<file path="src/rtl/mci_pkg.sv">
// mci_pkg: shared widths, scrub FSM state type and SECDED(39,32) helper
// functions for the MCI SRAM ECC path.
//   Codeword layout: {ecc[6:0], data[31:0]}
//     ecc[5:0] = Hamming check bits (classic positions 1,2,4,8,16,32)
//     ecc[6]   = overall parity across data and ecc[5:0]
package mci_pkg;

    localparam int MCI_SRAM_DATA_W = 32;
    localparam int MCI_SRAM_ECC_W  = 7;
    localparam int MCI_SRAM_CW_W   = MCI_SRAM_DATA_W + MCI_SRAM_ECC_W;
    localparam int MCI_SRAM_HAM_W  = MCI_SRAM_ECC_W - 1;

    typedef enum logic {
        MCI_ST_IDLE = 1'b0,
        MCI_ST_WB   = 1'b1
    } mci_sram_state_e;

    // Hamming position (3..38) of data bit idx: the idx-th position that is
    // not a power of two. Constant-folds for constant idx.
    function automatic logic [5:0] mci_data_pos(input int idx);
        logic [5:0] pos;
        int         cnt;
        pos = '0;
        cnt = 0;
        for (int p = 3; p < MCI_SRAM_CW_W; p++) begin
            if ((p & (p - 1)) != 0) begin
                if (cnt == idx) pos = p[5:0];
                cnt = cnt + 1;
            end
        end
        return pos;
    endfunction

    // Hamming check bits over the 32 data bits.
    function automatic logic [MCI_SRAM_HAM_W-1:0] mci_hamming(
        input logic [MCI_SRAM_DATA_W-1:0] d
    );
        logic [MCI_SRAM_HAM_W-1:0] c;
        logic [5:0]                pos;
        c = '0;
        for (int i = 0; i < MCI_SRAM_DATA_W; i++) begin
            pos = mci_data_pos(i);
            for (int j = 0; j < MCI_SRAM_HAM_W; j++) begin
                if (pos[j]) c[j] = c[j] ^ d[i];
            end
        end
        return c;
    endfunction

endpackage

</file>
<file path="src/rtl/mci_sram_secded.sv">
// mci_sram_secded: combinational SECDED(39,32) encoder and decoder.
//   i_enc_data  in  32  data to encode
//   o_enc_cw    out 39  encoded codeword
//   i_dec_cw    in  39  codeword to check
//   o_dec_data  out 32  corrected data (raw data on uncorrectable error)
//   o_dec_cw    out 39  corrected codeword (raw on uncorrectable error)
//   o_sb        out 1   single-bit error corrected
//   o_db        out 1   uncorrectable error detected
module mci_sram_secded
    import mci_pkg::*;
(
    input  logic [MCI_SRAM_DATA_W-1:0] i_enc_data,
    output logic [MCI_SRAM_CW_W-1:0]   o_enc_cw,
    input  logic [MCI_SRAM_CW_W-1:0]   i_dec_cw,
    output logic [MCI_SRAM_DATA_W-1:0] o_dec_data,
    output logic [MCI_SRAM_CW_W-1:0]   o_dec_cw,
    output logic                       o_sb,
    output logic                       o_db
);

    logic [MCI_SRAM_HAM_W-1:0] w_enc_chk;
    logic [MCI_SRAM_HAM_W-1:0] w_syn;
    logic                      w_par;
    logic                      w_hit;
    logic [MCI_SRAM_CW_W-1:0]  w_flip;

    assign w_enc_chk = mci_hamming(i_enc_data);
    assign o_enc_cw  = {^{w_enc_chk, i_enc_data}, w_enc_chk, i_enc_data};

    // Syndrome names the Hamming position of a single flipped bit; overall
    // parity separates odd (correctable) from even (double) error counts.
    assign w_syn = mci_hamming(i_dec_cw[MCI_SRAM_DATA_W-1:0])
                 ^ i_dec_cw[MCI_SRAM_DATA_W +: MCI_SRAM_HAM_W];
    assign w_par = ^i_dec_cw;

    always_comb begin
        w_flip = '0;
        w_hit  = 1'b0;
        o_sb   = 1'b0;
        o_db   = 1'b0;
        if (w_par) begin
            if (w_syn == '0) begin
                // only the overall parity bit itself flipped
                w_flip[MCI_SRAM_CW_W-1] = 1'b1;
                w_hit = 1'b1;
            end else if ((w_syn & (w_syn - 6'd1)) == '0) begin
                // power-of-two syndrome: a Hamming check bit flipped
                for (int j = 0; j < MCI_SRAM_HAM_W; j++) begin
                    if (w_syn[j]) w_flip[MCI_SRAM_DATA_W + j] = 1'b1;
                end
                w_hit = 1'b1;
            end else begin
                for (int i = 0; i < MCI_SRAM_DATA_W; i++) begin
                    if (mci_data_pos(i) == w_syn) begin
                        w_flip[i] = 1'b1;
                        w_hit     = 1'b1;
                    end
                end
            end
            // odd parity but syndrome beyond position 38: multi-bit, not fixable
            o_sb = w_hit;
            o_db = ~w_hit;
        end else if (w_syn != '0) begin
            o_db = 1'b1;
        end
    end

    assign o_dec_cw   = i_dec_cw ^ w_flip;
    assign o_dec_data = o_dec_cw[MCI_SRAM_DATA_W-1:0];

endmodule

</file>
<file path="src/rtl/mci_sram_ecc_scrub.sv">
// mci_sram_ecc_scrub: SECDED wrapper between the MCI SRAM request port and a
// 39-bit SRAM macro, with single-bit error scrubbing (corrected write-back).
//   clk, mci_rst_b             clock, async active-low reset
//   req_cs/we/addr/wdata       upstream request; accepted when req_hold=0
//   req_hold                   request stalled (write-back pending/active)
//   req_rvalid/req_rdata       corrected read data, one cycle after accept
//   sram_cs/we/addr/wdata      macro control and encoded write codeword
//   sram_rdata                 macro codeword, one cycle after a read select
//   scrub_en                   write corrected codeword back on single-bit error
//   cnt_clr                    clear single-bit error counter (wins over inc)
//   ecc_sb_err/ecc_db_err      one-cycle error pulses with read data
//   ecc_err_addr               address of the latest erroring read
//   sb_err_cnt                 saturating single-bit error count
module mci_sram_ecc_scrub
    import mci_pkg::*;
#(
    parameter int ADDR_W = 17,
    parameter int CNT_W  = 16
) (
    input  logic                       clk,
    input  logic                       mci_rst_b,
    input  logic                       req_cs,
    input  logic                       req_we,
    input  logic [ADDR_W-1:0]          req_addr,
    input  logic [MCI_SRAM_DATA_W-1:0] req_wdata,
    output logic                       req_hold,
    output logic                       req_rvalid,
    output logic [MCI_SRAM_DATA_W-1:0] req_rdata,
    output logic                       sram_cs,
    output logic                       sram_we,
    output logic [ADDR_W-1:0]          sram_addr,
    output logic [MCI_SRAM_CW_W-1:0]   sram_wdata,
    input  logic [MCI_SRAM_CW_W-1:0]   sram_rdata,
    input  logic                       scrub_en,
    input  logic                       cnt_clr,
    output logic                       ecc_sb_err,
    output logic                       ecc_db_err,
    output logic [ADDR_W-1:0]          ecc_err_addr,
    output logic [CNT_W-1:0]           sb_err_cnt
);

    mci_sram_state_e            r_state, w_state_nxt;
    logic                       r_rd_pend;
    logic [ADDR_W-1:0]          r_rd_addr;
    logic [ADDR_W-1:0]          r_wb_addr;
    logic [MCI_SRAM_CW_W-1:0]   r_wb_cw;
    logic [ADDR_W-1:0]          r_err_addr;
    logic [CNT_W-1:0]           r_sb_cnt;

    logic [MCI_SRAM_CW_W-1:0]   w_enc_cw;
    logic [MCI_SRAM_DATA_W-1:0] w_dec_data;
    logic [MCI_SRAM_CW_W-1:0]   w_dec_cw;
    logic                       w_dec_sb, w_dec_db;
    logic                       w_sb, w_db;
    logic                       w_wb_sched;
    logic                       w_accept;

    mci_sram_secded u_secded (
        .i_enc_data (req_wdata),
        .o_enc_cw   (w_enc_cw),
        .i_dec_cw   (sram_rdata),
        .o_dec_data (w_dec_data),
        .o_dec_cw   (w_dec_cw),
        .o_sb       (w_dec_sb),
        .o_db       (w_dec_db)
    );

    // Decoder flags only mean something in the cycle the macro returns data.
    assign w_sb = r_rd_pend & w_dec_sb;
    assign w_db = r_rd_pend & w_dec_db;

    always_ff @(posedge clk or negedge mci_rst_b) begin
        if (!mci_rst_b) r_state <= MCI_ST_IDLE;
        else            r_state <= w_state_nxt;
    end

    always_comb begin
        w_state_nxt = r_state;
        w_wb_sched  = 1'b0;
        req_hold    = 1'b0;
        w_accept    = 1'b0;
        sram_cs     = 1'b0;
        sram_we     = 1'b0;
        sram_addr   = '0;
        sram_wdata  = '0;
        case (r_state)
            MCI_ST_IDLE: begin
                if (w_sb && scrub_en) begin
                    w_wb_sched  = 1'b1;
                    w_state_nxt = MCI_ST_WB;
                end
            end
            MCI_ST_WB: w_state_nxt = MCI_ST_IDLE;
            default:   w_state_nxt = MCI_ST_IDLE;
        endcase
        // Stall from the detect cycle so the write-back slot is never
        // contended by a new request.
        req_hold = w_wb_sched | (r_state == MCI_ST_WB);
        w_accept = req_cs & ~req_hold;
        if (r_state == MCI_ST_WB) begin
            sram_cs    = 1'b1;
            sram_we    = 1'b1;
            sram_addr  = r_wb_addr;
            sram_wdata = r_wb_cw;
        end else if (w_accept) begin
            sram_cs    = 1'b1;
            sram_we    = req_we;
            sram_addr  = req_addr;
            sram_wdata = req_we ? w_enc_cw : '0;
        end
    end

    always_ff @(posedge clk or negedge mci_rst_b) begin
        if (!mci_rst_b) begin
            r_rd_pend  <= 1'b0;
            r_rd_addr  <= '0;
            r_wb_addr  <= '0;
            r_wb_cw    <= '0;
            r_err_addr <= '0;
            r_sb_cnt   <= '0;
        end else begin
            r_rd_pend <= w_accept & ~req_we;
            if (w_accept) r_rd_addr <= req_addr;
            if (w_wb_sched) begin
                r_wb_addr <= r_rd_addr;
                r_wb_cw   <= w_dec_cw;
            end
            if (w_sb || w_db) r_err_addr <= r_rd_addr;
            if (cnt_clr)
                r_sb_cnt <= '0;
            else if (w_sb && (r_sb_cnt != '1))
                r_sb_cnt <= r_sb_cnt + 1'b1;
        end
    end

    assign req_rvalid   = r_rd_pend;
    assign req_rdata    = r_rd_pend ? w_dec_data : '0;
    assign ecc_sb_err   = w_sb;
    assign ecc_db_err   = w_db;
    assign ecc_err_addr = r_err_addr;
    assign sb_err_cnt   = r_sb_cnt;

endmodule

</file>
<file path="config.mk">
export PLATFORM = sky130hd
export DESIGN_NAME = mci_sram_ecc_scrub
export DESIGN_NICKNAME = d
export VERILOG_FILES = /design/src/rtl/mci_pkg.sv /design/src/rtl/mci_sram_secded.sv /design/src/rtl/mci_sram_ecc_scrub.sv
export SDC_FILE = /design/constraint.sdc
export NUM_CORES = 1
export LEC_CHECK = 0
export CAP_MARGIN = 40
export CORE_MARGIN = 8
export CORE_UTILIZATION = 40
export DETAILED_ROUTE_END_ITERATION = 8
export PLACE_DENSITY = 0.68
export SLEW_MARGIN = 25
export SYNTH_ARGS = -nofsm -noshare
export SYNTH_HDL_FRONTEND = slang
export SYNTH_SLANG_ARGS = --single-unit
</file>
<file path="constraint.sdc">
create_clock -name clk -period 7.33 [get_ports clk]
set_clock_uncertainty 0.05 [all_clocks]
set_input_delay 1.466 -clock clk [delete_from_list [all_inputs] [get_ports clk]]
set_output_delay 1.466 -clock clk [all_outputs]
set_load 0.005 [all_outputs]
</file>
-- Word level (Yosys, flattened, before mapping)
Cells that the tools add are included.
- mux-type cells: 1276
- add/sub/neg operators: 32
- bitwise operators: 180
- reductions and logical operators: 40
- equality and inequality tests: 994
- operator list (operator ; number):
    32-bit by 6-bit == test with 1-bit output (second input constant) ; 496
    32-bit by 5-bit == test with 1-bit output (second input constant) ; 248
    32-bit by 4-bit == test with 1-bit output (second input constant) ; 124
    6-bit two-way mux ; 598
    32-bit two-way mux ; 95
    32-bit by 3-bit == test with 1-bit output (second input constant) ; 62
    5-bit two-way mux ; 285
    32-bit by 2-bit == test with 1-bit output (second input constant) ; 31
    32-bit zero test ; 31
    32-bit by 2-bit adder with 32-bit output (second input constant) ; 30
    4-bit two-way mux ; 133
    3-bit two-way mux ; 73
    6-bit == test ; 32
    1-bit XOR ; 168
    39-bit two-way mux ; 4
    1-bit two-way mux ; 82
    39-bit XOR reduction ; 1
    39-bit XOR ; 1
    38-bit two-way mux ; 1
    38-bit XOR reduction ; 1
    17-bit two-way mux ; 2
    16-bit two-way mux ; 2
    16-bit by 1-bit adder with 16-bit output (second input constant) ; 1
    16-bit inequality test (second input constant) ; 1
    other kinds (12) ; 20
- register bits: 108
- output and inout port bits: 127
- logic and storage cells: 2529

-- Logic depth before layout (Yosys ltp)
- depth in word-level cells: 195
- mapped depth: 10
- mapped depth without buffers: 9

-- Hierarchy
From an unflattened synthesis, not the netlist that was laid out.
- cell total of the unflattened synthesis: 710
- area total of the unflattened synthesis: 7746.2 µm²
- modules (own cells, without submodules) (module ; times used ; cells each ; area each (µm²)):
    mci_sram_ecc_scrub ; 1 ; 403 ; 5138.7
    mci_sram_secded ; 1 ; 307 ; 2607.5

-- Worst setup path before layout
Ideal clock, no wire load.
- path type: input-to-output
- start: input sram_rdata[10]
- end: output sram_wdata[0]
- stages: 9
- arrival: 3.911 ns
- slack: 1.903 ns
- path through: xnor2_1 > xnor3_1 > xnor2_1 > xnor2_1 > nand3_1 > a31o_2 > a211oi_4 > buf_6 > a22o_1
- cells in the longest elaborated chain, start to end: 59
- elaborated cells on any way between the ends: 128
- ends and longest elaborated chain (item ; RTL line ; text):
    start, declared ; mci_sram_ecc_scrub.sv:33 ; input logic [MCI_SRAM_CW_W-1:0] sram_rdata,
    1-bit XOR (12 in a row) ; mci_pkg.sv:44 ; if (pos[j]) c[j] = c[j] ^ d[i];
    6-bit XOR ; mci_sram_secded.sv:33 ; ^ i_dec_cw[MCI_SRAM_DATA_W +: MCI_SRAM_HAM_W];
    6-bit == test ; mci_sram_secded.sv:54 ; if (mci_data_pos(i) == w_syn) begin
    1-bit two-way mux (32 in a row) ; mci_sram_secded.sv:54 ;
    1-bit two-way mux ; mci_sram_secded.sv:46 ; end else if ((w_syn & (w_syn - 6'd1)) == '0) begin
    1-bit two-way mux ; mci_sram_secded.sv:42 ; if (w_syn == '0) begin
    1-bit two-way mux ; mci_sram_secded.sv:41 ; if (w_par) begin
    1-bit two-way mux * ; mci_sram_secded.sv:41 ;
    1-bit bitwise AND * ; mci_sram_ecc_scrub.sv:69 ; assign w_sb = r_rd_pend & w_dec_sb;
    1-bit logical AND * ; mci_sram_ecc_scrub.sv:88 ; if (w_sb && scrub_en) begin
    1-bit two-way mux * ; mci_sram_ecc_scrub.sv:88 ;
    1-bit two-way mux * ; mci_sram_ecc_scrub.sv:86 ; case (r_state)
    1-bit bitwise OR * ; mci_sram_ecc_scrub.sv:98 ; req_hold = w_wb_sched | (r_state == MCI_ST_WB);
    1-bit NOT * ; mci_sram_ecc_scrub.sv:99 ; w_accept = req_cs & ~req_hold;
    1-bit bitwise AND * ; mci_sram_ecc_scrub.sv:99 ;
    39-bit two-way mux * ; mci_sram_ecc_scrub.sv:105 ; end else if (w_accept) begin
    39-bit two-way mux * ; mci_sram_ecc_scrub.sv:100 ; if (r_state == MCI_ST_WB) begin
    end, declared ; mci_sram_ecc_scrub.sv:32 ; output logic [MCI_SRAM_CW_W-1:0] sram_wdata,
Every way passes the cells marked *; elsewhere a longest branch is shown, timed or not. The select of a mux whose other input is x is not followed.

-- Final worst setup path
- start: input sram_rdata[25]
- end: output req_rdata[17]
- cells in the longest elaborated chain, start to end: 13
- elaborated cells on any way between the ends: 27
- ends and longest elaborated chain (item ; RTL line ; text):
    1-bit XOR (4 in a row) ; mci_pkg.sv:44 ;
    6-bit XOR ; mci_sram_secded.sv:33 ;
    6-bit by 1-bit subtractor with 6-bit output ; mci_sram_secded.sv:46 ;
    6-bit bitwise AND ; mci_sram_secded.sv:46 ;
    6-bit zero test ; mci_sram_secded.sv:46 ;
    32-bit two-way mux ; mci_sram_secded.sv:46 ;
    38-bit two-way mux ; mci_sram_secded.sv:42 ;
    39-bit two-way mux * ; mci_sram_secded.sv:41 ;
    39-bit XOR * ; mci_sram_secded.sv:68 ; assign o_dec_cw = i_dec_cw ^ w_flip;
    32-bit two-way mux * ; mci_sram_ecc_scrub.sv:137 ; assign req_rdata = r_rd_pend ? w_dec_data : '0;
    end, declared ; mci_sram_ecc_scrub.sv:28 ; output logic [MCI_SRAM_DATA_W-1:0] req_rdata,
Every way passes the cells marked *; elsewhere a longest branch is shown, timed or not.

==> metrics.cfg <==
[die]
io_pins = 221
core-area_um2 = 18000
die_height_um = 152
die_area_um2 = 23000
num_rows = 49
start_util = 0.408
fp.dieW_um = 152

[timing]
rsz0062_at_grt = no
tightest_slew_ns = 0.760
post-route-min-period_ns = 6.91
hold-worst-slack_ns = 0.446
period_share = 0.943
hold_viol_final = 0
fmax_mhz = 145
maxSlewHeadroom = 0.493
worst_slack_ns = 0.416
setup_viol = 0
slew_viol_final = 0
tns_ns = 0

[clocking]
cts_buffer_depth = 2
post-cts-setup-buffer-count = 0
cts-root-buf = clkbuf_16
cts_tree = done
htree_num_levels = 3
clkLatencyLatePin_ns = 0.36
clk_pin_slew_ns = 0.08
hold_buffers = 0
cts_resized = 0
clkSinkCount = 108
cts_buffers = 9

[worst_setup_path]
cp_max_fo = 16
worstPathArrival_ns = 5.40
cp-start-kind = input port
path_class = input port to primary output
worstPathRequired_ns = 5.81
end_kind = primary output

[routing]
top_layer_used = met5
drt-total-wl_um = 24600
drcViolationCount = 0
wl_met1_um = 10600
first_pass_iters = 4
route.antenna.remaining_nets = 0
wire_per_inst_um = 21.9
via_per_inst = 5.41
num_vias = 6074
drt_iter0_drc = 308
wl_met2_um = 11800
route.met3.wl_um = 1870

[finish]
fill_cells = 1615
multi_input_area_um2 = 4450
syn_to_final_growth_pct = 37.0
layoutNonFillerInstCount = 1122
num_antenna_cells = 0
drive_above_1_share = 0.139
nNetsFinal = 983
final_area_um2 = 10100
fin_util = 0.559
seqCellArea_um2 = 2700

[logic_synthesis]
synth_cell_types = 58
async_flop_share = 1.00
synth-seq-cells = 108
syn-cell-area_um2 = 7360
synth_edf_count = 0
ys_seq_area_frac = 0.367
yosysTopAreaCell = dfrtp_1
syn_inst = 678
syn_area_per_cell_um2 = 10.9
synth_area_leaders = dfrtp_1, xnor2_1, mux2_2
synth_ff_type = dfrtp_1
synthTopCellsByCount = dfrtp_1, xnor2_1, mux2_2, a22o_1, xor2_1
yosysWarnings = 0
yosysMostFrequentCell = dfrtp_1
synth.top_cell.area_share = 0.367
syn_nets = 773

[placement]
io_buffers = 220
placed_cells = 1105
post-place-ws_ns = 0.451
dpl_cell_area_um2 = 9760
gp_congestion = 0.895
hpwl_um = 19200

[global_route]
antenna_found_initial = 1
grt_overflow_total = 0
grt_pass1_wl_um = 37100
grt_util_all_layers = 0.211
grt_max_degree = 64
grt_pass1_vias = 6386

[power_and_ir_drop]
p_total_mw = 3.21
power_density_nw_per_um2 = 319
leakagePower_nw = 3.98
worst_ir_drop_vdd_uv = 171

[flow_run]
max-cap-violations = 0

[status]
outcome = finished clean

[min_path]
worst_hold_path_type = flop to flop

[worst paths after layout]
kind | start | end | slack [ns] | cells after the start
max reg2reg | r_state$_DFF_PN0_ | r_wb_addr[9]$_DFFE_PN0P_ | 4.08 | 6
min in group asynchronous | mci_rst_b | req_rvalid$_DFF_PN0_ | 1.08 | 1
max | sram_rdata[25] | req_rdata[17] | 0.42 | 10
min reg2reg | ecc_err_addr[11]$_DFFE_PN0P_ | ecc_err_addr[11]$_DFFE_PN0P_ | 0.45 | 1
min | ecc_err_addr[11]$_DFFE_PN0P_ | ecc_err_addr[11]$_DFFE_PN0P_ | 0.45 | 1
max in group asynchronous | mci_rst_b | r_state$_DFF_PN0_ | 5.15 | 3
[routing by layer]
layer | vias to the layer above | global-route usage
li1 | 2847 | -
met3 | 21 | 0.0544
met1 | 2981 | 0.275
met4 | 2 | 0.0416
met2 | 223 | 0.349
met5 | - | 0
[critical path, cell delays in order]
cell             delay (ns)
clkdlybuf4s50_1        0.60
xor2_2                 0.23
xnor2_1                0.14
xnor2_2                0.46
xnor3_2                0.49
nand3_1                0.46
nor4_1                 0.52
xor2_1                 0.30
and2_1                 0.19
clkdlybuf4s50_1        0.53
[placed cells by master, fill, tap and decap left out, types with 3 or more instances in the layout]
master and n:
o21ai_0 31, nand2b_1 8, xnor3_1 12, nand3_1 9, a21oi_1 13, xor3_1 3, nor2b_1 4, o31ai_1 10
xor2_1 43, nor3_1 18, buf_4 17, nor4_1 13, xnor2_1 105, dfrtp_1 107, nand2_1 23, and3_1 5
mux2_1 8, clkdlybuf4s50_1 219, nor2_1 26, a22o_1 53, mux2_2 72, or4_1 10, inv_6 3, or3_1 3
clkbuf_16 9, and2_1 25
[state kept, by name, indices dropped and copies added (netlist names)]
signal        cells
r_rd_addr        17
r_state           1
r_wb_addr        17
sb_err_cnt       16
req_rvalid        1
ecc_err_addr     17
r_wb_cw          39
[report_power, final]
group          total [mW]  switching (mW)  internal [mW]
combinational        1.76           0.920          0.844
clock               0.492           0.251          0.240
sequential          0.956           0.135          0.821
[layout make-up]
class / count / area share
flip-flops and latches: 108 / 0.268
well taps: 229 / 0.0284
multi-input cells: 530 / 0.441
clock buffers: 9 / 0.0223
inverters: 2 / 0.000745
repair buffers: 237 / 0.233
clock inverters: 7 / 0.00645
[cell families (layout without fill, tap and decap cells)]
| family | after synthesis | after routing | share of synthesized area |
|---|---|---|---|
| XOR/XNOR | 167 | 167 | 0.232 |
| AND/OR/NAND/NOR | 160 | 160 | 0.121 |
| AO/OA/AOI/OAI | 121 | 121 | 0.125 |
| flip-flops | 108 | 108 | 0.367 |
| multiplexers | 81 | 81 | 0.124 |
| buffers and inverters | 40 | 255 | 0.0287 |
| adder cells (fa/ha/maj) | 1 | 1 | 0.00170 |
Note: power is estimated with default switching activity, not from simulation.
